## src/rtl/alu_pkg.sv

```systemverilog
// alu_pkg: shared types and constants for the arbitrated ALU slice.
//   DATA_W / CTRL_W : operand and control-code widths
//   ALU_*           : 3-bit ALU control codes (010 and 110 are unused)
//   req_id_t        : requester index (1 bit)
//   slot_state_e    : output slot state (EMPTY / FULL)
//   alu_req_t       : operation payload presented by a requester
package alu_pkg;

  localparam int unsigned DATA_W = 32;
  localparam int unsigned CTRL_W = 3;
  localparam int unsigned SHAMT_W = 5;

  localparam logic [CTRL_W-1:0] ALU_ADD = 3'b000;
  localparam logic [CTRL_W-1:0] ALU_SUB = 3'b001;
  localparam logic [CTRL_W-1:0] ALU_OR  = 3'b011;
  localparam logic [CTRL_W-1:0] ALU_XOR = 3'b100;
  localparam logic [CTRL_W-1:0] ALU_SLL = 3'b101;
  localparam logic [CTRL_W-1:0] ALU_AND = 3'b111;

  typedef logic req_id_t;

  typedef enum logic {
    ST_EMPTY = 1'b0,
    ST_FULL  = 1'b1
  } slot_state_e;

  typedef struct packed {
    logic [CTRL_W-1:0] ctrl;
    logic [DATA_W-1:0] op1;
    logic [DATA_W-1:0] op2;
  } alu_req_t;

endpackage

```

## src/rtl/alu_arb_alu.sv

```systemverilog
// alu_arb_alu: purely combinational 32-bit ALU, no flags, arithmetic wraps.
//   i_ctrl     : control code (alu_pkg::ALU_*); unused codes yield 0
//   i_op1      : operand 1
//   i_op2      : operand 2 (low 5 bits are the shift amount for SLL)
//   o_result_c : combinational result
module alu_arb_alu
  import alu_pkg::*;
(
  input  logic [CTRL_W-1:0] i_ctrl,
  input  logic [DATA_W-1:0] i_op1,
  input  logic [DATA_W-1:0] i_op2,
  output logic [DATA_W-1:0] o_result_c
);

  // Operation decode
  always_comb begin
    o_result_c = '0;
    case (i_ctrl)
      ALU_ADD: o_result_c = i_op1 + i_op2;
      ALU_SUB: o_result_c = i_op1 - i_op2;
      ALU_OR:  o_result_c = i_op1 | i_op2;
      ALU_XOR: o_result_c = i_op1 ^ i_op2;
      ALU_SLL: o_result_c = i_op1 << i_op2[SHAMT_W-1:0];
      ALU_AND: o_result_c = i_op1 & i_op2;
      default: o_result_c = '0;
    endcase
  end

endmodule

```

## src/rtl/alu_arb.sv

```systemverilog
// alu_arb: two requesters share one ALU; one-entry registered result slot.
//   clk_i, rst_ni              : clock, async active-low reset
//   reqN_valid_i/reqN_ready_o  : requester N handshake (ready is combinational)
//   reqN_op1_i/op2_i/ctrl_i    : requester N operation
//   rsp_valid_o/rsp_ready_i    : result slot handshake
//   rsp_id_o, rsp_data_o       : requester index and ALU result of held result
// Build option: define ALU_ARB_RR_EN for round-robin arbitration on
// contention; otherwise requester 0 has fixed priority.
module alu_arb
  import alu_pkg::*;
(
  input  logic              clk_i,
  input  logic              rst_ni,
  input  logic              req0_valid_i,
  output logic              req0_ready_o,
  input  logic [DATA_W-1:0] req0_op1_i,
  input  logic [DATA_W-1:0] req0_op2_i,
  input  logic [CTRL_W-1:0] req0_ctrl_i,
  input  logic              req1_valid_i,
  output logic              req1_ready_o,
  input  logic [DATA_W-1:0] req1_op1_i,
  input  logic [DATA_W-1:0] req1_op2_i,
  input  logic [CTRL_W-1:0] req1_ctrl_i,
  output logic              rsp_valid_o,
  input  logic              rsp_ready_i,
  output logic              rsp_id_o,
  output logic [DATA_W-1:0] rsp_data_o
);

  slot_state_e       r_state;
  slot_state_e       w_state_nxt;
  logic              w_free;
  logic              w_accept;
  logic              w_any_valid;
  req_id_t           w_gnt_id;
  req_id_t           r_id;
  logic [DATA_W-1:0] r_data;
  logic [DATA_W-1:0] w_alu_result;
  alu_req_t          w_req0;
  alu_req_t          w_req1;
  alu_req_t          w_alu_req;

  assign w_any_valid = req0_valid_i | req1_valid_i;

`ifdef ALU_ARB_RR_EN
  req_id_t r_last;

  // Round-robin: on contention favour the requester not granted last
  always_comb begin
    w_gnt_id = 1'b0;
    if (req0_valid_i && req1_valid_i) begin
      w_gnt_id = ~r_last;
    end else if (req1_valid_i) begin
      w_gnt_id = 1'b1;
    end
  end

  // Pointer resets to 1 so requester 0 wins the first contention
  always_ff @(posedge clk_i or negedge rst_ni) begin
    if (!rst_ni) begin
      r_last <= 1'b1;
    end else if (w_accept) begin
      r_last <= w_gnt_id;
    end
  end
`else
  // Fixed priority: requester 0 wins whenever it is valid
  always_comb begin
    w_gnt_id = 1'b0;
    if (!req0_valid_i && req1_valid_i) begin
      w_gnt_id = 1'b1;
    end
  end
`endif

  // Operand steering; defaults to requester 0 when nothing is granted
  assign w_req0    = '{ctrl: req0_ctrl_i, op1: req0_op1_i, op2: req0_op2_i};
  assign w_req1    = '{ctrl: req1_ctrl_i, op1: req1_op1_i, op2: req1_op2_i};
  assign w_alu_req = (w_gnt_id == 1'b1) ? w_req1 : w_req0;

  alu_arb_alu u_alu (
    .i_ctrl     (w_alu_req.ctrl),
    .i_op1      (w_alu_req.op1),
    .i_op2      (w_alu_req.op2),
    .o_result_c (w_alu_result)
  );

  // Slot FSM next state and combinational grant/ready
  always_comb begin
    w_state_nxt  = r_state;
    w_free       = 1'b0;
    w_accept     = 1'b0;
    req0_ready_o = 1'b0;
    req1_ready_o = 1'b0;

    w_free = (r_state == ST_EMPTY) || rsp_ready_i;
    // rst_ni gating keeps both readies low while reset is asserted
    w_accept     = rst_ni && w_free && w_any_valid;
    req0_ready_o = w_accept && (w_gnt_id == 1'b0);
    req1_ready_o = w_accept && (w_gnt_id == 1'b1);

    case (r_state)
      ST_EMPTY: begin
        if (w_accept) begin
          w_state_nxt = ST_FULL;
        end
      end
      ST_FULL: begin
        if (rsp_ready_i && !w_accept) begin
          w_state_nxt = ST_EMPTY;
        end
      end
      default: w_state_nxt = ST_EMPTY;
    endcase
  end

  // State and result registers; result captured only on accept
  always_ff @(posedge clk_i or negedge rst_ni) begin
    if (!rst_ni) begin
      r_state <= ST_EMPTY;
      r_data  <= '0;
      r_id    <= 1'b0;
    end else begin
      r_state <= w_state_nxt;
      if (w_accept) begin
        r_data <= w_alu_result;
        r_id   <= w_gnt_id;
      end
    end
  end

  assign rsp_valid_o = (r_state == ST_FULL);
  assign rsp_data_o  = r_data;
  assign rsp_id_o    = r_id;

endmodule

```

## config.mk

```make
export PLATFORM = sky130hd
export DESIGN_NAME = alu_arb
export DESIGN_NICKNAME = d
export VERILOG_FILES = /design/src/rtl/alu_pkg.sv /design/src/rtl/alu_arb_alu.sv /design/src/rtl/alu_arb.sv
export SDC_FILE = /design/constraint.sdc
export NUM_CORES = 1
export LEC_CHECK = 0
export CORE_MARGIN = 2
export CORE_UTILIZATION = 35
export DETAILED_ROUTE_END_ITERATION = 10
export DONT_BUFFER_PORTS = 1
export SLEW_MARGIN = 20
export SYNTH_ARGS = -nofsm -noshare
export SYNTH_HDL_FRONTEND = slang
export SYNTH_SLANG_ARGS = --single-unit
export TNS_END_PERCENT = 1
```

## constraint.sdc

```tcl
create_clock -name clk_i -period 1.9 [get_ports clk_i]
set_clock_uncertainty 0.15 [all_clocks]
set_input_delay 0.095 -clock clk_i [delete_from_list [all_inputs] [get_ports clk_i]]
set_output_delay 0.095 -clock clk_i [all_outputs]
set_load 0.01 [all_outputs]
```

=== Yosys cells after proc, flatten, opt, wreduce, memory -nomap -nowiden ===
Cells that the tools add are included.

* Add/sub/neg operators: 2
* Multiply operators: 0
* Div/mod/pow operators: 0
* Order comparisons: 0
* Eq/ne operators: 5
* Shift operators: 1
* Muxes and demuxes: 6
* Bitwise logic cells: 6
* Reduce and logical (&&, ||, !) cells: 10

{| class="wikitable"
|+ Operators by type and width
! cell !! number
|-
| $pmux 32 s6 || 1
|-
| $mux 67 || 1
|-
| $add 32x32->32 || 1
|-
| $and 32x32->32 || 1
|-
| $or 32x32->32 || 1
|-
| $shl 32x5->32 || 1
|-
| $sub 32x32->32 || 1
|-
| $xor 32x32->32 || 1
|-
| $eq 3x3->1 const B || 3
|-
| $logic_and 1x1->1 || 6
|-
| $eq 3x1->1 const B || 1
|-
| $eq 3x2->1 const B || 1
|-
| $logic_not 3->1 || 1
|-
| $mux 1 || 3
|-
| $logic_not 1->1 || 2
|-
| $not 1->1 || 2
|-
| $pmux 1 s2 || 1
|-
| $logic_or 1x1->1 || 1
|-
| $or 1x1->1 || 1
|}

* Register bits: 34
* Latch bits: 0
* Memory bits (writable): 0
* ROM bits: 0
* Bits of input ports: 139
* Output and inout port bits: 36
* Logic and storage cells: 33
* Memories kept: 0

=== Longest topological paths before layout ===
* Depth after elaboration: 8
* Gate-level depth with buffers: 22
* Gate-level depth less buffers: 19

=== By module ===
Synthesis repeated with hierarchy kept, for this count alone.

* Cell total of the unflattened synthesis: 1047
* Area, all modules: 8234.1 sq um

{| class="wikitable"
|+ Modules (own cells, without submodules)
! module !! instances !! cells each !! area each (sq um) !! sequential area each (sq um)
|-
| alu_arb_alu || 1 || 894 || 6123.4 || 0.0
|-
| alu_arb || 1 || 153 || 2110.8 || 850.8
|}

=== Worst setup path after synthesis ===
OpenSTA, ideal clock, no wires.

* Path type: input to register
* Start point: input req0_valid_i
* End point: register r_data[30], in the netlist rsp_data_o[30]
* Library setup time: 69 ps
* Arrival: 4672 ps
* Data required time: 1681 ps
* Path slack: -2991 ps
* Cell stages on the path: 22
* Buffers on the path: 7
* Cell sequence: nand2b_1 > buf_6 > buf_2 > buf_2 > buf_2 > buf_2 > buf_2 > buf_2 > nand2_1 > nand2_1 > inv_1 > ha_1 > fa_1 > nand2b_1 > a211oi_1 > o211ai_1 > o21ai_2 > a31oi_1 > o31ai_1 > a31oi_1 > or4b_1 > nand3_1

* Longest elaborated chain between the ends: 6
* Elaborated cells on any way between the ends: 19
* Those cells by class: add/sub: 2; eq/ne: 5; shift: 1; mux: 3; bitwise: 4; reduce/logical: 4

{| class="wikitable"
|+ RTL lines
! element !! line !! RTL
|-
| from (decl) || alu_arb.sv:14 || <nowiki>input logic req0_valid_i,</nowiki>
|-
| $logic_not 1->1 || alu_arb.sv:70 || <nowiki>if (!req0_valid_i && req1_valid_i) begin</nowiki>
|-
| $logic_and 1x1->1 || alu_arb.sv:70 ||
|-
| $mux 1 || alu_arb.sv:70 ||
|-
| $mux 67 || alu_arb.sv:79 || <nowiki>assign w_alu_req = (w_gnt_id == 1'b1) ? w_req1 : w_req0;</nowiki>
|-
| $sub 32x32->32 (tied with other cells) || alu_arb_alu.sv:20 || <nowiki>ALU_SUB: o_result_c = i_op1 - i_op2;</nowiki>
|-
| $pmux 32 s6 || alu_arb_alu.sv:18 || <nowiki>case (i_ctrl)</nowiki>
|-
| to (signal assigned) || alu_arb.sv:126 || <nowiki>r_data <= w_alu_result;</nowiki>
|-
| to (decl) || alu_arb.sv:37 || <nowiki>logic [DATA_W-1:0] r_data;</nowiki>
|}

Parallel ways exist; a longest one is shown, timed or not.
A chain may end at the register's enable or synchronous reset.

=== Worst setup path in the final report ===
* Start point: input req0_op2_i[3]
* End point: register r_data[30], in the netlist rsp_data_o[30]

* Longest elaborated chain between the ends: 3
* Elaborated cells on any way between the ends: 5
* Those cells by class: add/sub: 2; shift: 1; mux: 2

{| class="wikitable"
|+ RTL lines
! element !! line !! RTL
|-
| from (decl) || alu_arb.sv:17 || <nowiki>input logic [DATA_W-1:0] req0_op2_i,</nowiki>
|-
| $mux 67 (*) || alu_arb.sv:79 ||
|-
| $sub 32x32->32 (tied with other cells) || alu_arb_alu.sv:20 ||
|-
| $pmux 32 s6 (*) || alu_arb_alu.sv:18 ||
|}

Mark *: on every way between the ends. The rest lies on a longest branch, timed or not.

==> impl_metrics.json <==
{
  "status": "finished with violations",
  "failed_checks": "negative setup slack",
  "finalHoldViolCount": 0,
  "gr-total-overflow": 0,
  "place_ws_ns": -2.48,
  "synth_xor_area_frac": 0.0550,
  "crit_path_end_kind": "flop",
  "synthTopCellsByCount": "nand2_1, mux2i_1, ha_1, a21oi_1, o21ai_0",
  "avgSynthCellArea_um2": 7.64,
  "stdcell_count": 1734,
  "die_w_um": 161,
  "yosysMostFrequentCell": "nand2_1",
  "first_pass_iters": 7,
  "tightest_slew_ns": 0.614,
  "critical_path_class": "primary input to flop",
  "finish.instance_area_um2": 11900,
  "cts_root_buf": "clkbuf_16",
  "synth.area.top_cells": "mux2i_1, ha_1, dfrtp_1",
  "setup_tns_ns": -46.21,
  "via_per_inst": 5.64,
  "grt_pass1_wl_um": 55600,
  "fmax_ghz": 0.261,
  "ys_ff_latch": 34,
  "areaGrowthSynthToFinish_pct": 37.8,
  "yosys-mux-area-fraction": 0.248,
  "clk_path_buf_depth": 2,
  "drc": 0,
  "grtUsageTotal": 0.279,
  "postRouteAntennaNets": 0,
  "yosys.area.top_type": "mux2i_1",
  "cts_made_buffers": 5,
  "vias": 9787,
  "start_util": 0.355,
  "insertion_delay_ns": 0.30,
  "rsz0062_at_grt": "yes",
  "drive_gt1_frac": 0.323,
  "synth.net_count": 1362,
  "synth_cells": 1126,
  "pin_count": 175,
  "final_nets": 1645,
  "grt_max_degree": 52,
  "p_leak_nw": 5.82,
  "drtIter0Drc": 975,
  "hpwlAfterDp_um": 30000,
  "worst_ir_drop_vdd_mv": 0.332,
  "synth_top_family_by_area": "multiplexers",
  "slew_violations": 0,
  "critPathCapture": "rsp_data_o[30]",
  "startpoint_type": "primary input",
  "crit_start": "req0_op2_i[3]",
  "setup_viol": 32,
  "period_needed_ns": 3.82,
  "num_antenna_cells": 0,
  "worstPathArrival_ns": 3.91,
  "hold_class": "primary input to flop",
  "period_share": 2.01,
  "cp_max_fo": 5,
  "synthSimpleGateAreaFrac": 0.159,
  "synth_edf_count": 0,
  "finalPower_mw": 6.55,
  "die_h_um": 161,
  "grt_pass1_vias": 9591,
  "ys_warn_count": 0,
  "r2r-start": "rsp_valid_o",
  "reg2reg_depth": 6,
  "synth_top_area_share": 0.158,
  "post-route-util": 0.489,
  "htreeDepth": 2,
  "cts_tree": "built",
  "synth-compound-area-share": 0.231,
  "synthArstFlopShare": 1.00,
  "portBuffers": 0,
  "power.density_nw_per_um2": 553,
  "max_slew_margin": 0.587,
  "wl_per_cell_um": 21.2,
  "dpl_cell_area_um2": 11400,
  "layout_setup_ws_ns": -1.92,
  "ys_seq_area_frac": 0.0989,
  "die-area_um2": 25900,
  "r2r-end": "rsp_data_o[25]",
  "register_area_um2": 851,
  "drt-total-wl_um": 36800,
  "clk_pin_slew_ns": 0.07,
  "placed_cells": 1719,
  "coreArea_um2": 24200,
  "synthAdderAreaFrac": 0.142,
  "worstPathRequired_ns": 1.99,
  "maxCapViolCount": 0,
  "hold_slack_ns": 0.165,
  "fillers": 2404,
  "gp_congestion": 1.01,
  "synth-main-ff-cell": "dfrtp_1",
  "synthesis.area_um2": 8600,
  "r2r_slack_ns": -0.16,
  "rows": 57,
  "grt_antenna_before_repair": 1,
  "multi_input_area_um2": 7410,
  "synth_cell_type_count": 64,
  "clkSinkCount": 34
}
## area by class of cell
type | count | area share
clock inverters | 1 | 0.000422
multi-input cells | 951 | 0.625
inverters | 74 | 0.0234
flip-flops and latches | 34 | 0.0718
clock buffers | 7 | 0.0120
repair buffers | 343 | 0.233
well taps | 324 | 0.0342
## cells in the final DEF (no fill, tap or decap), types with 5 or more instances in the layout
cell type	Yosys	layout
a22oi_1	5	5
o21ai_1	3	9
a211oi_1	19	18
a21oi_1	84	72
a211o_1	5	5
a21oi_2	0	12
inv_1	71	71
o22ai_1	9	9
nand2_1	137	134
mux2i_1	136	130
a222oi_1	17	17
clkbuf_16	0	5
a22o_1	13	13
o211ai_1	14	14
dfrtp_1	34	34
a21o_1	5	5
nand4_1	6	6
xor2_1	12	12
mux4_2	17	17
o21ai_0	82	75
nand2b_1	13	10
a221oi_1	8	7
nor2b_1	10	9
nand3_1	9	8
buf_4	1	326
nor2_1	80	77
buf_12	0	8
mux2i_2	1	6
a31oi_1	6	5
xnor2_1	42	40
ha_1	96	96
mux2_2	30	30
nor3_1	27	24
o221ai_1	16	15
## power by group
part | internal, mW | switching, mW
Clock | 0.522 | 0.385
Sequential | 0.885 | 0.235
Combinational | 2.25 | 2.27
## timing repair
item	in CTS	in global routing
pin swaps	6	8
gates resized for setup	24	27
hold endpoints to repair	35	34
hold buffers	5	1
setup endpoints to repair	32	35
buffers inserted	1	0
## layer usage
layer	GRT usage	vias to the layer above	share of wire
met3	0.0555	52	0.094
met5	0	-	0
li1	-	4699	-
met4	0.0848	0	0.027
met1	0.380	4652	0.44
met2	0.446	384	0.44
## logic make-up after synthesis
logic type / Yosys count
adder cells (fa/ha/maj): 97
buffers and inverters: 141
multiplexers: 186
AND/OR/NAND/NOR: 306
flip-flops: 34
AO/OA/AOI/OAI: 308
XOR/XNOR: 54
## worst min path at each step
| stage | cells after the start | from | slack, ns | to |
|---|---|---|---|---|
| global placement | 0 | rst_ni | -0.35 | rsp_valid_o |
| detailed placement | 0 | rst_ni | -0.35 | rsp_valid_o |
| CTS | 5 | req1_op1_i[30] | 0.17 | rsp_data_o[30] |
| global route | 5 | req1_op1_i[30] | 0.23 | rsp_data_o[30] |
| floorplan | 0 | rst_ni | -0.35 | rsp_data_o[0] |
| finish | 5 | req1_op1_i[30] | 0.17 | rsp_data_o[30] |
## registers in the layout, summed over array words and instances (netlist names)
| signal | cells |
|---|---|
| rsp_data_o | 32 |
| rsp_id_o | 1 |
| rsp_valid_o | 1 |
## critical path, stage by stage
cell and delay, ns:
or2_2 0.29, mux2_2 0.30, or4_4 0.49, nor3_4 0.16, nand2_2 0.12, or3_4 0.42
nand2_2 0.07, xnor2_1 0.07, ha_1 0.31, nor2_1 0.05, a21oi_1 0.16, nor2b_1 0.16
a211o_1 0.17, a31oi_4 0.06, o31ai_4 0.22, a31oi_1 0.14, or4b_1 0.54, nand3_1 0.08
Note: power is estimated with default switching activity, not from simulation.
